### src/rtl/imread_pkg.sv
// Shared definitions for the imread_stream frame reader: state encoding,
// output-buffer entry layout and an address-width helper for parameter checks.
package imread_pkg;

  // State encoding, kept as named constants so debug tools can decode them.
  localparam logic [1:0] ST_IDLE_ENC  = 2'd0;
  localparam logic [1:0] ST_RUN_ENC   = 2'd1;
  localparam logic [1:0] ST_BLANK_ENC = 2'd2;
  localparam logic [1:0] ST_DRAIN_ENC = 2'd3;

  typedef enum logic [1:0] {
    IDLE  = ST_IDLE_ENC,
    RUN   = ST_RUN_ENC,
    BLANK = ST_BLANK_ENC,
    DRAIN = ST_DRAIN_ENC
  } state_e;

  // Each buffer entry is {pixel, sof, eol}.
  localparam int unsigned TAG_W       = 32'd2;
  localparam int unsigned DEF_PIX_W   = 32'd24;
  localparam int unsigned DEF_ENTRY_W = DEF_PIX_W + TAG_W;

  // Width of one buffer entry for a given pixel width.
  function automatic int unsigned entry_width(input int unsigned pix_w);
    return pix_w + TAG_W;
  endfunction

  // Smallest address width (at least 1) that can index n_pix locations.
  function automatic int unsigned addr_width_for(input longint unsigned n_pix);
    int unsigned w;
    w = 32'd1;
    while ((w < 32'd63) && ((64'd1 << w) < n_pix)) begin
      w = w + 32'd1;
    end
    return w;
  endfunction

endpackage

### src/rtl/imread_skid_fifo.sv
// Two-entry FIFO that absorbs pixels returning from memory while the
// downstream consumer stalls. Push into a full FIFO and pop from an empty
// FIFO are ignored so a misbehaving caller cannot corrupt the pointers.
module imread_skid_fifo #(
  parameter int unsigned DATA_W = 32'd26
) (
  input  logic              clk,
  input  logic              rst_n,
  input  logic              push,
  input  logic [DATA_W-1:0] data_in,
  input  logic              pop,
  output logic [DATA_W-1:0] data_out,
  output logic [1:0]        count
);

  logic [DATA_W-1:0] mem_q [2];
  logic [DATA_W-1:0] mem_d [2];
  logic              wr_ptr_q, wr_ptr_d;
  logic              rd_ptr_q, rd_ptr_d;
  logic [1:0]        count_q, count_d;
  logic              push_ok_s, pop_ok_s;

  // Next-state computation for storage, pointers and occupancy.
  always_comb begin
    mem_d     = mem_q;
    wr_ptr_d  = wr_ptr_q;
    rd_ptr_d  = rd_ptr_q;
    count_d   = count_q;
    push_ok_s = push & (count_q != 2'd2);
    pop_ok_s  = pop & (count_q != 2'd0);
    if (push_ok_s) begin
      mem_d[wr_ptr_q] = data_in;
      wr_ptr_d        = ~wr_ptr_q;
    end else begin
      wr_ptr_d = wr_ptr_q;
    end
    if (pop_ok_s) begin
      rd_ptr_d = ~rd_ptr_q;
    end else begin
      rd_ptr_d = rd_ptr_q;
    end
    case ({push_ok_s, pop_ok_s})
      2'b10:   count_d = count_q + 2'd1;
      2'b01:   count_d = count_q - 2'd1;
      default: count_d = count_q;
    endcase
  end

  // Storage and pointer registers; reset empties the buffer.
  always_ff @(posedge clk or negedge rst_n) begin
    if (!rst_n) begin
      mem_q[0] <= {DATA_W{1'b0}};
      mem_q[1] <= {DATA_W{1'b0}};
      wr_ptr_q <= 1'b0;
      rd_ptr_q <= 1'b0;
      count_q  <= 2'd0;
    end else begin
      mem_q    <= mem_d;
      wr_ptr_q <= wr_ptr_d;
      rd_ptr_q <= rd_ptr_d;
      count_q  <= count_d;
    end
  end

  assign data_out = mem_q[rd_ptr_q];
  assign count    = count_q;

endmodule

### src/rtl/imread_stream.sv
// imread_stream: scans an IMG_W x IMG_H frame out of a synchronous-read pixel
// memory (1-cycle latency) and emits it as a valid/ready stream with sof/eol.
// Optional feature macro IMREAD_BLANK_EN: inserts HBLANK idle read cycles
// after each line. Without it, lines stream back-to-back.
//
// A word returning from memory is presented directly on the output when the
// buffer is empty (giving the two-cycle start-to-valid latency); if it is not
// accepted it is captured in the 2-entry FIFO and re-presented unchanged.
// Reads are issued only while (FIFO occupancy + read in flight) < 2, so the
// FIFO can never overflow regardless of the ready pattern.
module imread_stream
  import imread_pkg::*;
#(
  parameter int unsigned PIX_W  = 32'd24,
  parameter int unsigned IMG_W  = 32'd512,
  parameter int unsigned IMG_H  = 32'd512,
  parameter int unsigned ADDR_W = 32'd18,
  parameter int unsigned HBLANK = 32'd8
) (
  input  logic              clk,
  input  logic              rst_n,
  input  logic              start,
  input  logic              cont,
  output logic              busy,
  output logic              mem_rd_en,
  output logic [ADDR_W-1:0] mem_addr,
  input  logic [PIX_W-1:0]  mem_rdata,
  output logic [PIX_W-1:0]  img_dout,
  output logic              img_dout_vld,
  input  logic              img_dout_rdy,
  output logic              img_sof,
  output logic              img_eol,
  output logic              frame_done
);

  localparam int unsigned ENTRY_W = entry_width(PIX_W);
  localparam int unsigned COL_W   = (IMG_W > 32'd1) ? $clog2(IMG_W) : 32'd1;
  localparam int unsigned ROW_W   = (IMG_H > 32'd1) ? $clog2(IMG_H) : 32'd1;
  localparam logic [COL_W-1:0] COL_LAST = COL_W'(IMG_W - 32'd1);
  localparam logic [ROW_W-1:0] ROW_LAST = ROW_W'(IMG_H - 32'd1);

  // Parameter sanity checks at elaboration.
  if (ADDR_W < addr_width_for(64'(IMG_W) * 64'(IMG_H))) begin : g_bad_addr_w
    $error("imread_stream: ADDR_W too small for IMG_W*IMG_H");
  end
  if (IMG_W < 32'd2) begin : g_bad_img_w
    $error("imread_stream: IMG_W must be at least 2");
  end
  if (HBLANK < 32'd1) begin : g_bad_hblank
    $error("imread_stream: HBLANK must be at least 1");
  end

  state_e              state_q, state_d;
  logic [COL_W-1:0]    col_q, col_d;
  logic [ROW_W-1:0]    row_q, row_d;
  logic [ADDR_W-1:0]   addr_q, addr_d;
  logic                infl_q, infl_d;
  logic [1:0]          tag_q, tag_d;

`ifdef IMREAD_BLANK_EN
  localparam int unsigned BLK_W = (HBLANK > 32'd1) ? $clog2(HBLANK) : 32'd1;
  localparam logic [BLK_W-1:0] BLK_LAST = BLK_W'(HBLANK - 32'd1);
  logic [BLK_W-1:0]    blank_cnt_q, blank_cnt_d;
`endif

  logic [ENTRY_W-1:0]  head_s;
  logic                vld_s;
  logic                xfer_s;
  logic                fifo_push_s;
  logic                fifo_pop_s;
  logic [ENTRY_W-1:0]  fifo_din_s;
  logic [ENTRY_W-1:0]  fifo_dout_s;
  logic [1:0]          fifo_count_s;
  logic                space_s;
  logic                last_xfer_s;
  logic                rd_en_s;
  logic                busy_s;
  logic                frame_done_s;

  imread_skid_fifo #(
    .DATA_W (ENTRY_W)
  ) u_fifo (
    .clk      (clk),
    .rst_n    (rst_n),
    .push     (fifo_push_s),
    .data_in  (fifo_din_s),
    .pop      (fifo_pop_s),
    .data_out (fifo_dout_s),
    .count    (fifo_count_s)
  );

  // Output selection: FIFO head first, else the word arriving from memory.
  always_comb begin
    head_s     = {ENTRY_W{1'b0}};
    vld_s      = 1'b0;
    fifo_din_s = {mem_rdata, tag_q};
    if (fifo_count_s != 2'd0) begin
      head_s = fifo_dout_s;
      vld_s  = 1'b1;
    end else if (infl_q) begin
      head_s = fifo_din_s;
      vld_s  = 1'b1;
    end else begin
      head_s = {ENTRY_W{1'b0}};
      vld_s  = 1'b0;
    end
    xfer_s      = vld_s & img_dout_rdy;
    fifo_pop_s  = (fifo_count_s != 2'd0) & img_dout_rdy;
    fifo_push_s = infl_q & ~((fifo_count_s == 2'd0) & img_dout_rdy);
  end

  // FSM next state, read issue and scan counters.
  always_comb begin
    state_d      = state_q;
    col_d        = col_q;
    row_d        = row_q;
    addr_d       = addr_q;
    infl_d       = 1'b0;
    tag_d        = tag_q;
    rd_en_s      = 1'b0;
    busy_s       = 1'b0;
    frame_done_s = 1'b0;
`ifdef IMREAD_BLANK_EN
    blank_cnt_d  = blank_cnt_q;
`endif
    space_s     = ({1'b0, fifo_count_s} + {2'b00, infl_q}) < 3'd2;
    // In DRAIN only the frame's final pixel can still carry eol (IMG_W >= 2).
    last_xfer_s = (state_q == DRAIN) & xfer_s & head_s[0];

    case (state_q)
      IDLE: begin
        if (start) begin
          state_d = RUN;
        end else begin
          state_d = IDLE;
        end
      end
      RUN: begin
        busy_s  = 1'b1;
        rd_en_s = space_s;
      end
`ifdef IMREAD_BLANK_EN
      BLANK: begin
        busy_s = 1'b1;
        if (blank_cnt_q == BLK_LAST) begin
          blank_cnt_d = {BLK_W{1'b0}};
          state_d     = RUN;
        end else begin
          blank_cnt_d = blank_cnt_q + BLK_W'(1'b1);
          state_d     = BLANK;
        end
      end
`endif
      DRAIN: begin
        busy_s = 1'b1;
        if (last_xfer_s) begin
          frame_done_s = 1'b1;
          if (cont) begin
            // Counters already wrapped: next frame's first read goes out now.
            state_d = RUN;
            rd_en_s = space_s;
          end else begin
            state_d = IDLE;
            busy_s  = 1'b0;
          end
        end else begin
          state_d = DRAIN;
        end
      end
      default: begin
        state_d = IDLE;
      end
    endcase

    if (rd_en_s) begin
      infl_d = 1'b1;
      tag_d  = {(col_q == {COL_W{1'b0}}) && (row_q == {ROW_W{1'b0}}),
                col_q == COL_LAST};
      if (col_q == COL_LAST) begin
        col_d = {COL_W{1'b0}};
        if (row_q == ROW_LAST) begin
          row_d   = {ROW_W{1'b0}};
          addr_d  = {ADDR_W{1'b0}};
          state_d = DRAIN;
        end else begin
          row_d  = row_q + ROW_W'(1'b1);
          addr_d = addr_q + ADDR_W'(1'b1);
`ifdef IMREAD_BLANK_EN
          state_d = BLANK;
`else
          state_d = RUN;
`endif
        end
      end else begin
        col_d   = col_q + COL_W'(1'b1);
        addr_d  = addr_q + ADDR_W'(1'b1);
        state_d = RUN;
      end
    end else begin
      infl_d = 1'b0;
    end
  end

  // State, counters and in-flight tracking registers.
  always_ff @(posedge clk or negedge rst_n) begin
    if (!rst_n) begin
      state_q <= IDLE;
      col_q   <= {COL_W{1'b0}};
      row_q   <= {ROW_W{1'b0}};
      addr_q  <= {ADDR_W{1'b0}};
      infl_q  <= 1'b0;
      tag_q   <= 2'b00;
    end else begin
      state_q <= state_d;
      col_q   <= col_d;
      row_q   <= row_d;
      addr_q  <= addr_d;
      infl_q  <= infl_d;
      tag_q   <= tag_d;
    end
  end

`ifdef IMREAD_BLANK_EN
  // Blanking interval counter.
  always_ff @(posedge clk or negedge rst_n) begin
    if (!rst_n) begin
      blank_cnt_q <= {BLK_W{1'b0}};
    end else begin
      blank_cnt_q <= blank_cnt_d;
    end
  end
`endif

  assign busy         = busy_s;
  assign mem_rd_en    = rd_en_s;
  assign mem_addr     = addr_q;
  assign img_dout     = head_s[ENTRY_W-1:2];
  assign img_sof      = head_s[1];
  assign img_eol      = head_s[0];
  assign img_dout_vld = vld_s;
  assign frame_done   = frame_done_s;

endmodule

### config.mk
export PLATFORM = sky130hd
export DESIGN_NAME = imread_stream
export DESIGN_NICKNAME = d
export VERILOG_FILES = /design/src/rtl/imread_pkg.sv /design/src/rtl/imread_skid_fifo.sv /design/src/rtl/imread_stream.sv
export SDC_FILE = /design/constraint.sdc
export NUM_CORES = 1
export LEC_CHECK = 0
export ABC_CLOCK_PERIOD_IN_PS = 4800
export CORE_AREA = 3 3 106 108
export CTS_BUF_LIST = sky130_fd_sc_hd__clkbuf_8
export DETAILED_ROUTE_END_ITERATION = 7
export DIE_AREA = 0 0 109 111
export GPL_TIMING_DRIVEN = 0
export PLACE_DENSITY_LB_ADDON = 0.3
export SYNTH_ARGS = -nofsm -noshare
export SYNTH_HDL_FRONTEND = slang
export SYNTH_SLANG_ARGS = --single-unit
export TNS_END_PERCENT = 20
### constraint.sdc
create_clock -name clk -period 4.8 [get_ports clk]
set_input_delay 0.96 -clock clk [delete_from_list [all_inputs] [get_ports clk]]
set_output_delay 0.96 -clock clk [all_outputs]
set_load 0.01 [all_outputs]
## Word-level counts from Yosys, hierarchy flattened

Index checks and enable logic that the tools add are counted.
W data, S select, Z words.

- Bitwise logic cells: 13
- $add $sub $neg: 6
- Divide/modulo/power cells: 0
- Equality and inequality tests: 8
- Order comparisons: 4
- Multipliers: 0
- Reduce and logical (&&, ||, !) cells: 9
- Shift operators: 0
- Multiplexer cells: 31

Operator list:

| operator | count |
|---|---|
| $mux W26 | 6 |
| $bwmux W52 | 1 |
| $mux W18 | 2 |
| $demux W26 S1 | 1 |
| $add A18 B1 Y18 const B | 1 |
| $add A9 B1 Y9 const B | 2 |
| $eq A9 B9 Y1 const B | 2 |
| $logic_not A9 Y1 | 2 |
| $mux W9 | 2 |
| $mux W1 | 11 |
| $and A1 B1 Y1 | 8 |
| $mux W2 | 4 |
| $pmux W2 S3 | 1 |
| $eq A2 B1 Y1 const B | 2 |
| $eq A2 B2 Y1 const B | 2 |
| $ge A2 B2 Y1 const B | 2 |
| $logic_not A2 Y1 | 2 |
| $ne A2 B2 Y1 const B | 2 |
| $not A1 Y2 | 2 |
| $pmux W1 S2 | 2 |
| $pmux W2 S2 | 1 |
| $reduce_bool A2 Y1 | 2 |
| $add A2 B1 Y3 | 1 |
| $lt A3 B2 Y1 const B | 1 |
| other kinds (6) | 9 |

- Bits of input ports: 29
- Register bits after elaboration: 97
- Latch bits: 0
- Logic and storage cells: 82
- Bits in read-only memories: 0
- Output and inout port bits: 48
- Memories kept: 0
- RAM bits: 0

## Logic depth before layout (Yosys ltp)

- Depth after elaboration: 9
- Mapped depth: 12
- Gate-level depth less buffers: 9

## Cells and area by module

From an unflattened synthesis, not the netlist that was laid out.

- Cell total of the unflattened synthesis: 500
- Area, all modules: 5298.8 µm²

By module, submodules not included:

| module | area each (µm²) | times used | cells each | sequential area each (µm²) |
|---|---|---|---|---|
| imread_stream | 2651.3 | 1 | 345 | 1026.0 |
| imread_skid_fifo | 2647.5 | 1 | 155 | 1401.3 |

## Worst setup path before layout

Ideal clock, no wire load.

- Path kind: register to register
- From: reg col_q[0]
- To: reg addr_q[10], in the netlist mem_addr[10]
- Slack: 2.193 ns
- Cell stages (with the launch flop): 13
- Clock period less this slack: 2.607 ns
- Required time: 4.705 ns
- Arrival: 2.512 ns
- Library setup time: 0.095 ns
- Path buffers: 4
- Cells stage by stage: dfrtp_1 > ha_1 > and3_1 > and3_1 > and3_1 > ha_1 > clkbuf_1 > and2_1 > clkbuf_1 > or2_1 > buf_6 > buf_6 > o31ai_1

- Word-level cells in the longest chain between the ends: 2

Ends and longest elaborated chain:

| what | line | source |
|---|---|---|
| start, declared | imread_stream.sv:54 | `logic [COL_W-1:0] col_q, col_d;` |
| start signal, assigned | imread_stream.sv:208 | `col_q <= {COL_W{1'b0}};` |
| start signal, assigned | imread_stream.sv:215 | `col_q <= col_d;` |
| $eq A9 B9 Y1 | imread_stream.sv:179 | `if (col_q == COL_LAST) begin` |
| $mux W18 | imread_stream.sv:179 |  |
| end signal, assigned | imread_stream.sv:210 | `addr_q <= {ADDR_W{1'b0}};` |
| end signal, assigned | imread_stream.sv:217 | `addr_q <= addr_d;` |
| end, declared | imread_stream.sv:56 | `logic [ADDR_W-1:0] addr_q, addr_d;` |

No other way between the ends.
A chain may end at the register's enable or synchronous reset.

## Worst setup path after layout

- From: in img_dout_rdy
- To: out mem_rd_en

- Word-level cells in the longest chain between the ends: 5

Ends and longest elaborated chain:

| what | line | source |
|---|---|---|
| start, declared | imread_stream.sv:30 | `input logic img_dout_rdy,` |
| $and A1 B1 Y1 | imread_stream.sv:107 | `xfer_s = vld_s & img_dout_rdy;` |
| $and A1 B1 Y1 (2 in a row) | imread_stream.sv:128 | `last_xfer_s = (state_q == DRAIN) & xfer_s & head_s[0];` |
| $mux W1 | imread_stream.sv:156 | `if (last_xfer_s) begin` |
| $pmux W1 S2 | imread_stream.sv:130 | `case (state_q)` |
| end, declared | imread_stream.sv:25 | `output logic mem_rd_en,` |

No other way between the ends.

==> results.md <==
* Outcome: complete, no violations
* Syn Nets at 519
* Hold Crit Start: mem_addr[17]
* Die Ht at 111 um
* Setup ws final at 1.03 ns
* Overall power at 3.36 mW
* Most common cell after layout, fill and taps aside: dfrtp_1
* Clock buffer depth at 2
* Max_cap viols at 0
* WL/cell at 15.8 um
* Crit path max-delay family: buffers and inverters
* Hold-fix buffers at CTS at 0
* Number of synthesized flops with an enable pin at 0
* Switching Share at 36.7%
* Flop2flop setup slack at 1.63 ns
* First-pass DRT Iterations at 4
* Tcrit/Tclk final at 78.5%
* Worst-path fanout max at 8
* CTS root buffer: clkbuf_8
* Most frequent cells in the layout: dfrtp_1 (97), clkdlybuf4s50_1 (75), o21ai_0 (69)
* Netlist cell types at 47
* Largest net degree at the start of global routing at 73
* CP max stage delay at 0.57 ns
* RSZ-0062 raised after global routing: no
* Fin. max-slew vios at 0
* Number of antenna-violating nets in the routed design at 0
* Share of power burned in registers at 37.1%
* Buffers & Inverters on Critical Path at 3
* Final antenna diode count at 0
* HP Class: reg2reg
* Internal power at 2.12 mW
* Slew @ Worst Pin at 0.976 ns
* I/O pin total at 77
* CP Launch Type: input pin
* Cell Rows at 37
* HPWL after detailed placement at 7.89 mm
* Clock Skew at 0.0140 ns
* Sw Pwr at 1.23 mW
* Reg-to-reg critical path startpoint: col_q[0]
* Design Area, Final at 6130 sq um
* Worst Hold Path Cells at 1
* Post-CTS setup buffers at 0
* Clock power frac at 15.0%
* Worst slack at placement at 1.05 ns
* Post-Synthesis Cells at 479
* Via count at 3991
* DRC viols at 0
* Area of placed instances at 5950 sq um
* Async SR Flop Fraction at 100%
* CP max stage cell: clkdlybuf4s50_1
* Setup violators final at 0
* Final nets at 607
* Initial Util at 48.4%
* Clock-pin slew on the worst setup and hold paths at 0.10 ns
* Worst rel slew slack at 34.3%
* Synth Area per Inst at 10.4 sq um
* Vias/cell at 5.64
* Vias in the first global route at 4099
* Logic pwr share at 48.0%
* Post-synth top flop: dfrtp_1
* R2R Path End: mem_addr[6]
* Critical path class: in2out
* Power per standard cell area at 547 nW/um^2
* Max VDD drop at 0.298 mV
* Highest clock rate at 266 MHz
* Die X-Extent at 109 um
* Area delta synth->final at 22.8%
* Synthesized area at 4990 sq um
* Sequential area share after synthesis at 48.6%
* Layout cells sized above 1 at 15.9%
* Number of synthesized register bits at 97
* Hold slack at 0.493 ns
* Worst Hold End: mem_addr[17]
* Final Wtd Congestion at 0.790
* Total CTS buffers at 9
* IO buf count at 76
* Reg2Reg Depth at 12
* Clock sink count at 97
* Core Box Area at 10300 sq um
* Cell mode on critical path: clkdlybuf4s50_1
* Final number of hold-violating endpoints at 0
* Initial DRC count at 199
* Initial antenna violation count at 0
* Clk_lat worst skew at 0.37 ns
* Leak Pwr at 2.56 nW
* Yosys synthesis warning count at 0
* DIE AREA at 12100 sq um
* Fillers at 875
* Critical path cell sequence: clkdlybuf4s50_1, nand3_1, a211oi_2, o21ai_2, inv_1, clkdlybuf4s50_1
* Drt total wl at 11.2 mm
* Gr usage total at 19.2%
* CTS tree: built
* First-pass GRT wire length at 19.1 mm
* Grt total ovfl at 0
* Worst EP required at 3.84 ns
* WP data arrival at 2.81 ns
* Post-CTS Resized at 0
* CP endpoint kind: primary output
* Htree depth at 3
* Fin crit period at 3.77 ns
flip-flops by register name, summed over array words and instances (netlist names):
register,cells
u_fifo.mem_q,52
mem_addr,18
col_q,9
row_q,9
state_q,2
tag_q,2
u_fifo.count,2
infl_q,1
u_fifo.rd_ptr_q,1
u_fifo.wr_ptr_q,1
worst reg2reg max path, stage by stage (launching register included):
cell and delay, ns:
dfrtp_1 0.41, ha_1 0.24, and3_1 0.21, and3_1 0.18
and3_1 0.16, ha_1 0.13, clkbuf_1 0.35, and2_1 0.21
clkbuf_1 0.35, clkbuf_1 0.43, a21oi_1 0.08, o21ai_0 0.22
o31ai_1 0.11
per-layer routing:
layer	global-route usage [%]	share of wire [%]	up-vias	wire, um
li1	-	-	1913	-
met3	3.15	4.3	11	485
met5	0	0	-	0
met4	5.81	1.2	0	131
met1	25.1	46	1979	5120
met2	32.5	49	88	5430
logic make-up after synthesis:
family | count (synthesis) | share of synthesized area [%]
mux | 80 | 17.4
fa+ha+maj | 11 | 2.76
simple gates | 130 | 13.2
compound gates | 117 | 13.8
flops | 97 | 48.6
xor+xnor | 4 | 0.702
buf+inv | 40 | 3.58
cell type report:
cell class / instances / area [sq um] / area share, %
clock inverter: 7 / 60.1 / 0.979
tap: 136 / 170 / 2.77
buffer: 31 / 145 / 2.37
multi-input combinational: 342 / 2390 / 38.9
inverter: 9 / 33.8 / 0.551
sequential: 97 / 2430 / 39.6
timing repair buffer: 77 / 786 / 12.8
clock buffer: 9 / 124 / 2.02
cell usage after synthesis (all sizes together), types with 3 or more instances:
master  instances  area [sq um]
clkbuf         19          72.6
a41oi           3          26.3
o31ai          16           120
nor2           23          86.3
ha             11           138
buf            12          72.6
a31oi           5          31.3
and2            4          25.0
dfrtp          97          2430
nand2          26          97.6
o41ai           4          35.0
mux2           54           608
o21ai          71           359
nand4           3          18.8
inv             9          33.8
nand3          37           185
nand2b          7          43.8
a211oi          3          27.5
nor3            4          20.0
a21oi          10          50.1
and3            8          50.1
nor4            3          18.8
or2             6          40.0
mux2i          26           260
power by group through the flow:
stage	Sequential, mW	Combinational [mW]	Clock [mW]
2_1_floorplan	1.22	0.969	0
3_3_place_gp	1.24	1.58	0
3_5_place_dp	1.26	1.62	0
4_1_cts	1.24	1.63	0.516
5_1_grt	1.28	1.77	0.557
6_report	1.24	1.61	0.502
per-stage QoR:
| stage | setup TNS (ns) | std cells | util, % |
|---|---|---|---|
| finish | 0 | 708 | 59.4 |
| global route | 0 | 708 | 59.4 |
| CTS | 0 | 708 | 59.4 |
| detailed placement | 0 | 692 | 57.6 |
| global placement | -84.58 | 691 | 57.4 |
| floorplan | 0 | 479 | - |
worst max path at each step:
| stage | start | endpoint | slack, ns | depth (start not counted) |
|---|---|---|---|---|
| floorplan | col_q[0] | mem_addr[10] | 2.19 | 12 |
| global placement | rst_n | mem_addr[11] | -0.88 | 1 |
| detailed placement | img_dout_rdy | mem_rd_en | 1.05 | 6 |
| CTS | img_dout_rdy | mem_rd_en | 1.04 | 6 |
| global route | img_dout_rdy | mem_rd_en | 0.94 | 6 |
| finish | img_dout_rdy | mem_rd_en | 1.03 | 6 |
Note: power is estimated with default switching activity, not from simulation.
